$ cat config.mk
export PLATFORM = sky130hd
export DESIGN_NAME = reg_file_sequencer
export DESIGN_NICKNAME = d
export VERILOG_FILES = /design/src/rtl/reg_file_sequencer.sv
export SDC_FILE = /design/constraint.sdc
export NUM_CORES = 1
export LEC_CHECK = 0
export BUFFER_PORTS_ARGS = -buffer_cell sky130_fd_sc_hd__buf_2
export CELL_PAD_IN_SITES_DETAIL_PLACEMENT = 1
export CELL_PAD_IN_SITES_GLOBAL_PLACEMENT = 2
export CORE_ASPECT_RATIO = 0.8
export CORE_MARGIN = 3
export CORE_UTILIZATION = 26
export CTS_CLUSTER_DIAMETER = 50
export DETAILED_ROUTE_END_ITERATION = 7
export PLACE_DENSITY = 0.69
export SYNTH_ARGS = -nofsm -noshare
export SYNTH_HDL_FRONTEND = slang
export SYNTH_SLANG_ARGS = --single-unit
$ cat constraint.sdc
create_clock -name i_clk -period 1.49 [get_ports i_clk]
set_clock_uncertainty 0.05 [all_clocks]
set_input_delay 0.0745 -clock i_clk [delete_from_list [all_inputs] [get_ports i_clk]]
set_output_delay 0.0745 -clock i_clk [all_outputs]
set_load 0.03 [all_outputs]
$ cat src/rtl/reg_file_sequencer.sv
// reg_file_sequencer: the initiator side of the register-file port in the 8-bit core.
// It takes one ALU command, reads both operands through the register file's
// one-cycle registered read port, hands them to the ALU and then writes the result back.
// Optional build macro RF_WRITE_VERIFY_EN: reads back the destination after the
// write-back and flags ERR if the stored value differs from the result.
module reg_file_sequencer #(
  parameter int DATA_W  = 8,
  parameter int ADDR_W  = 4,
  parameter int NREGS   = 4,
  parameter int TMO_CYC = 16
) (
  input  logic              i_clk,
  input  logic              i_rst,
  input  logic              i_cmd_valid,
  output logic              o_cmd_ready,
  input  logic [ADDR_W-1:0] i_cmd_src_a,
  input  logic [ADDR_W-1:0] i_cmd_src_b,
  input  logic [ADDR_W-1:0] i_cmd_dst,
  input  logic              i_cmd_wb,
  output logic              o_op_valid,
  output logic [DATA_W-1:0] o_op_a,
  output logic [DATA_W-1:0] o_op_b,
  input  logic              i_res_valid,
  input  logic [DATA_W-1:0] i_res_data,
  output logic [ADDR_W-1:0] o_rf_addr,
  output logic              o_rf_ce,
  output logic [DATA_W-1:0] o_rf_wdata,
  input  logic [DATA_W-1:0] i_rf_rdata,
  output logic              o_done,
  output logic              o_err
);

  localparam int CNT_W = (TMO_CYC > 2) ? $clog2(TMO_CYC) : 1;
  localparam logic [CNT_W-1:0]  CNT_LAST = CNT_W'(TMO_CYC - 1);
  localparam logic [ADDR_W:0]   NREGS_L  = (ADDR_W + 1)'(NREGS);

  typedef enum logic [3:0] {
    S_IDLE,
    S_RD_A,
    S_RD_B,
    S_CAP_B,
    S_EXEC,
    S_WR,
`ifdef RF_WRITE_VERIFY_EN
    S_VFY_A,
    S_VFY_C,
`endif
    S_RET
  } state_t;

  state_t             r_state;
  logic               r_cmd_ready;
  logic               r_op_valid;
  logic [DATA_W-1:0]  r_op_a;
  logic [DATA_W-1:0]  r_op_b;
  logic [ADDR_W-1:0]  r_rf_addr;
  logic               r_rf_ce;
  logic [DATA_W-1:0]  r_rf_wdata;
  logic               r_done;
  logic               r_err;
  logic               r_bad_addr;
  logic [ADDR_W-1:0]  r_src_b;
  logic [ADDR_W-1:0]  r_dst;
  logic               r_wb;
  logic [CNT_W-1:0]   r_cnt;
  logic               w_handshake;
  logic               w_illegal;

  assign w_handshake = i_cmd_valid && r_cmd_ready;

  // Any latched address beyond the implemented registers rejects the whole command.
  assign w_illegal = ({1'b0, i_cmd_src_a} >= NREGS_L) ||
                     ({1'b0, i_cmd_src_b} >= NREGS_L) ||
                     ({1'b0, i_cmd_dst}   >= NREGS_L);

  // Sequencer FSM. Every output is registered and is loaded on the transition
  // into the state that owns it, so each output is a clean Moore decode of r_state.
  always_ff @(posedge i_clk) begin
    if (i_rst) begin
      r_state     <= S_IDLE;
      r_cmd_ready <= 1'b1;
      r_op_valid  <= 1'b0;
      r_op_a      <= '0;
      r_op_b      <= '0;
      r_rf_addr   <= '0;
      r_rf_ce     <= 1'b0;
      r_rf_wdata  <= '0;
      r_done      <= 1'b0;
      r_err       <= 1'b0;
      r_bad_addr  <= 1'b0;
      r_src_b     <= '0;
      r_dst       <= '0;
      r_wb        <= 1'b0;
      r_cnt       <= '0;
    end else begin
      // Pulses default low; they are raised only on the single transition that owns them.
      r_done  <= 1'b0;
      r_err   <= 1'b0;
      r_rf_ce <= 1'b0;
      case (r_state)
        S_IDLE: begin
          if (w_handshake) begin
            r_cmd_ready <= 1'b0;
            r_src_b     <= i_cmd_src_b;
            r_dst       <= i_cmd_dst;
            r_wb        <= i_cmd_wb;
            r_bad_addr  <= w_illegal;
            r_state     <= S_RD_A;
            // A rejected command never touches the register-file address.
            if (!w_illegal) begin
              r_rf_addr <= i_cmd_src_a;
            end
          end
        end
        S_RD_A: begin
          // This cycle doubles as the address check; a rejected command retires from here.
          if (r_bad_addr) begin
            r_state <= S_RET;
            r_done  <= 1'b1;
            r_err   <= 1'b1;
          end else begin
            r_rf_addr <= r_src_b;
            r_state   <= S_RD_B;
          end
        end
        S_RD_B: begin
          // Read data for SRC_A arrives one cycle after its address.
          r_op_a  <= i_rf_rdata;
          r_state <= S_CAP_B;
        end
        S_CAP_B: begin
          r_op_b     <= i_rf_rdata;
          r_op_valid <= 1'b1;
          r_cnt      <= '0;
          r_state    <= S_EXEC;
        end
        S_EXEC: begin
          if (i_res_valid) begin
            r_op_valid <= 1'b0;
            if (r_wb) begin
              r_rf_addr  <= r_dst;
              r_rf_ce    <= 1'b1;
              r_rf_wdata <= i_res_data;
              r_state    <= S_WR;
            end else begin
              r_done  <= 1'b1;
              r_state <= S_RET;
            end
          end else if (r_cnt == CNT_LAST) begin
            // The ALU went silent for the full window: abort without writing.
            r_op_valid <= 1'b0;
            r_done     <= 1'b1;
            r_err      <= 1'b1;
            r_state    <= S_RET;
          end else begin
            r_cnt <= r_cnt + CNT_W'(1);
          end
        end
        S_WR: begin
`ifdef RF_WRITE_VERIFY_EN
          // RF_ADDR stays on DST so the next two cycles read the written location back.
          r_state <= S_VFY_A;
`else
          r_done  <= 1'b1;
          r_state <= S_RET;
`endif
        end
`ifdef RF_WRITE_VERIFY_EN
        S_VFY_A: begin
          r_state <= S_VFY_C;
        end
        S_VFY_C: begin
          // Data now reflects the post-write contents of DST; r_rf_wdata still holds the result.
          r_done  <= 1'b1;
          r_err   <= (i_rf_rdata != r_rf_wdata);
          r_state <= S_RET;
        end
`endif
        S_RET: begin
          r_cmd_ready <= 1'b1;
          r_state     <= S_IDLE;
        end
        default: begin
          r_cmd_ready <= 1'b1;
          r_op_valid  <= 1'b0;
          r_state     <= S_IDLE;
        end
      endcase
    end
  end

  assign o_cmd_ready = r_cmd_ready;
  assign o_op_valid  = r_op_valid;
  assign o_op_a      = r_op_a;
  assign o_op_b      = r_op_b;
  assign o_rf_addr   = r_rf_addr;
  assign o_rf_ce     = r_rf_ce;
  assign o_rf_wdata  = r_rf_wdata;
  assign o_done      = r_done;
  assign o_err       = r_err;

endmodule

# Yosys cells after proc, flatten, opt, wreduce, memory -nomap -nowiden
# Cells that the tools add are included.
# totals
regBits	51
out_inout_bits	33
# op_classes
n_bitwise	4
n_addsub	1
n_mux	28
order_cmp	3
eq_ne	15
n_reduce_logical	16
# ops
op	count
$mux 4	10
$pmux 4 s6	1
$ne 2x2->1 const B	7
$eq 4x3->1 const B	3
$ge 4x3->1 const B	3
$pmux 4 s3	1
$reduce_or 5->1	2
$mux 1	9
$eq 4x2->1 const B	2
$pmux 4 s2	1
$reduce_and 2->1	4
$pmux 1 s3	2
$reduce_and 3->1	2
$reduce_and 6->1	1
$add 4x1->4 const B	1
$eq 4x1->1 const B	1
$eq 4x4->1 const B	1
$logic_not 4->1	1
$not 1->1	4
$pmux 1 s2	2
$mux 3	1
$ne 3x3->1 const B	1
$reduce_bool 3->1	1
$reduce_or 3->1	1
other kinds (4)	5

# Logic depth before layout (Yosys ltp)
# depth
word_depth	6
ltp_mapped	6

# Least setup slack after synthesis
# OpenSTA, ideal clock, no wires.
# synth_timing
path_type	flip-flop to flip-flop
start	register r_cmd_ready, in the netlist o_cmd_ready
end	register r_src_b[3]
arrival_time_ps	1530
setup_ps	128
path_stages_with_launch	6
path_slack_ps	-218
required_ps	1312
period_less_slack_ps	1708
path_cell_list	dfxtp_1 -> nand2_1 -> nor4_2 -> buf_2 -> mux2i_1 -> nor2_1
# synth_via
elab_chain_len	2
# synth_rtl
element	line_no	source
start: declaration	52	logic r_cmd_ready;
start signal: assignment	81	r_cmd_ready <= 1'b1;
start signal: assignment	103	r_cmd_ready <= 1'b0;
start signal: assignment	180	r_cmd_ready <= 1'b1;
$logic_and 1x1->1	69	assign w_handshake = i_cmd_valid && r_cmd_ready;
$reduce_and 2->1 (no line)	--	
end signal: assignment	104	r_src_b <= i_cmd_src_b;
end: declaration	62	logic [ADDR_W-1:0] r_src_b;
# Every way passes these cells.
# A chain may end at the register's enable or synchronous reset.

# Worst setup path in the final report
# layout_timing
start	register r_state[0]
end	register r_rf_addr[1], in the netlist o_rf_addr[1]
# layout_via
elab_chain_len	3
elab_cells_between_ends	11
classes_between	7 x eq/ne; 1 x mux; 3 x reduce/logical
# layout_rtl
element	line_no	source
start: declaration	51	state_t r_state;
start signal: assignment	80	r_state <= S_IDLE;
start signal: assignment	108	r_state <= S_RD_A;
start signal: assignment	118	r_state <= S_RET;
$eq 4x3->1 (tied with other cells)	100	case (r_state)
$ne 2x2->1 (no line) / $reduce_bool 3->1 (equally long branches)	--	
$reduce_and 6->1 (no line)	--	
end signal: assignment	111	r_rf_addr <= i_cmd_src_a;
end signal: assignment	122	r_rf_addr <= r_src_b;
end signal: assignment	141	r_rf_addr <= r_dst;
end: declaration	56	logic [ADDR_W-1:0] r_rf_addr;
# Several ways; a longest one is shown, not always the timed one.

==> reports/results.txt <==
status -> complete, no violations
Ant. Diodes -> 0
max-cap viol count -> 0
crit-path cells -> nand3b_1, buf_4, a221oi_4, o2111ai_1, a21oi_1
syn nets -> 260
total CTS buffers -> 5
GP Congestion -> 0.7217
Netlist cell types -> 41
row cnt -> 28
DP Wirelength -> 4426 microns
largest area contributor in the netlist -> dfxtp_1
r2r worst-path depth -> 5
Post-Syn Area -> 2095 sq um
Slowest-stage cell, CP -> dfxtp_4
drt pass-1 iters -> 4
Peak Freq -> 0.7055 GHz
fraction of power spent switching nets -> 33.88%
crit end category -> flip-flop
largest net degree at the start of global routing -> 26
fin nets -> 371
grt ovf -> 0
critical path depth in cells -> 5
worst path bufs/invs -> 1
Area Growth Syn to Fin -> 50.78%
Clock power frac -> 22.0%
total power -> 3.552 mW
Peak supply drop -> 0.0004226 V
Final period util -> 95.12%
asr flop ratio synth -> 0%
CP max FO -> 6
P_leak -> 1.392 nW
Root Buffer -> clkbuf_8
largest cells by area after synthesis -> dfxtp_1 48%, mux2i_1 12%, nor2_1 6.8%, a21oi_1 3.8%, nand2_1 3.2%
RSZ-0062 raised after global routing -> true
port bufs -> 65
max incr delay on CP -> 0.38 ns
DRC errors left -> 0
sequential share of power -> 44.0%
power share of the combinational group -> 34.0%
Detailed Route WL -> 6171 microns
Net Sw Power -> 1.203 mW
vias -> 2052
DR top layer -> met4
hold path depth -> 4
Pins Over Slew Limit -> 0
Initial Util -> 27.55%
Min Clock Period, post-route -> 1.417 ns
starting DRC count in detailed routing -> 39
pwr/cell area -> 1125 nW/um^2
Die Wd -> 106.4 microns
Global Route Usage Sum -> 13.84%
Yosys top cell area share -> 47.79%
met3 WL -> 369 microns
total number of yosys warnings -> 0
met2 WL -> 2815 microns
ANT nets after route -> 0
Post-Route Setup TNS -> 0 ns
Synth Register Bits -> 50
Avg WL per Cell -> 13.96 microns
syn avg cell area -> 9.268 sq um
Worst-Skew Late Latency -> 0.30 ns
layout cell share with drive strength beyond 1 -> 38.28%
first-pass GRT wire length -> 10280 microns
number of global-route vias before repair -> 2099
Req. time, crit path -> 1.68 ns
worst slew margin relative to its limit -> 63.99%
die height -> 86.28 microns
# setup viols final -> 0
initial antenna violation count -> 0
Primary FF master, synth -> dfxtp_1
I/O pin total -> 66
Core Box Area -> 7602 sq um
Clock Sinks -> 50
most common cell after layout, fill and taps aside -> buf_2
Worst-Margin Slew -> 0.5401 ns
Via density -> 4.643
post-synthesis cell count -> 226
Final Hold Fails -> 0
wl on met1 -> 2926 microns
sequential element share of the synthesized area -> 47.79%
type of origin of the critical path -> flip-flop
Clock Tree Buf Depth -> 2
CTS clk-pin slew, worst paths -> 0.09 ns
EDFF count, synth -> 0
Hold WC Path Type -> in2reg
delay-heaviest family, CP -> compound AO/OA/AOI/OAI gates
Arrival @ worst endpoint -> 1.60 ns
CTS tree -> built
H-tree Lvls -> 2
Internal -> 2.348 mW
die area -> 9176 sq um
commonest non-fill, non-tap cells in the layout -> 65 x buf_2, 43 x dfxtp_1, 37 x nor2_1
Crit Path Class -> reg2reg
## cells in the mapped netlist, drive strengths merged (4+ instances only)
library cell and number:
buf 7, nand2 18, a21oi 16, o21ai 5, nor2 38, a31oi 7, nor3 7, dfxtp 50
a211oi 4, mux2i 25, clkbuf 9
## worst paths after layout
kind	startpoint	end	slack (ns)
worst max-delay path	r_state[0]$_SDFFE_PP0P_	o_rf_addr[1]$_SDFFE_PP0P_	0.07
worst min register to register	o_op_a[4]$_SDFFE_PP0P_	o_op_a[4]$_SDFFE_PP0P_	0.41
worst max register to register	r_state[0]$_SDFFE_PP0P_	o_rf_addr[1]$_SDFFE_PP0P_	0.07
worst min-delay path	i_cmd_dst[3]	r_dst[3]$_SDFFE_PP0P_	0.07
## per-layer routing
| layer | vias up | track usage, % |
|---|---|---|
| li1 | 1026 | - |
| met1 | 977 | 17.62 |
| met2 | 42 | 22.71 |
| met3 | 7 | 4.691 |
| met4 | 0 | 3.412 |
| met5 | - | 0 |
## per-stage QoR
stage | hold slack [ns] | setup WS (ns) | cell area (sq um) | utilization, % | cells
after floorplan | 0.1605 | 0.006386 | 2107 | - | 226
after global placement | 0.2574 | -0.1357 | 2749 | 36.16 | 409
after detailed placement | 0.2695 | -0.1541 | 2749 | 36.16 | 409
after CTS | 0.05895 | 0.01197 | 3053 | 40.16 | 438
after global routing | 0.07745 | -0.03279 | 3158 | 41.54 | 442
final | 0.06615 | 0.07264 | 3158 | 41.54 | 442
## cell families (layout without fill, tap and decap cells)
logic type,Yosys count,in the layout,share of synthesized area (%)
DFF,50,50,47.79
muxes,25,25,11.95
buffers and inverters,19,130,3.763
and+or+nand+nor,83,83,19.47
adders and majority gates,1,1,0.5973
xor gates and xnor gates,4,4,1.673
AOI/OAI and AO/OA,44,44,14.76
## worst min-delay path: stages
cell and delay (ns):
buf_2 0.09, buf_4 0.09, mux2i_1 0.06, nor2_1 0.07
## layout make-up
cell class              count  area, sq um
flip-flops and latches     50         1012
inverters                   3        11.26
multi-input cells         157         1072
clock buffers               5        68.82
repair buffers            120        848.3
clock inverters             2        13.76
fillers                   905         4444
well taps                 105        131.4
## power by group through the flow
stage / Sequential (mW) / Combinational, mW / Clock (mW)
6_report: 1.56 / 1.21 / 0.781
2_1_floorplan: 1.67 / 0.561 / 0
4_1_cts: 1.56 / 1.12 / 0.824
5_1_grt: 1.58 / 1.32 / 0.882
3_3_place_gp: 1.59 / 1.06 / 0
3_5_place_dp: 1.58 / 1.08 / 0
## repair_timing
action,in CTS,in global routing
setup endpoints to repair,2,31
gates cloned,0,1
endpoints found under the hold margin,30,0
resized for setup,1,17
pin swaps,0,13
hold buffers,22,0
buffers inserted,0,3
## registers in the layout (all words and copies together), names as in the netlist, 3 cells and up
register	count
o_op_a	8
r_src_b	4
o_rf_wdata	8
r_state	3
o_op_b	8
o_rf_addr	4
r_dst	4
r_cnt	4
Note: power is estimated with default switching activity, not from simulation.
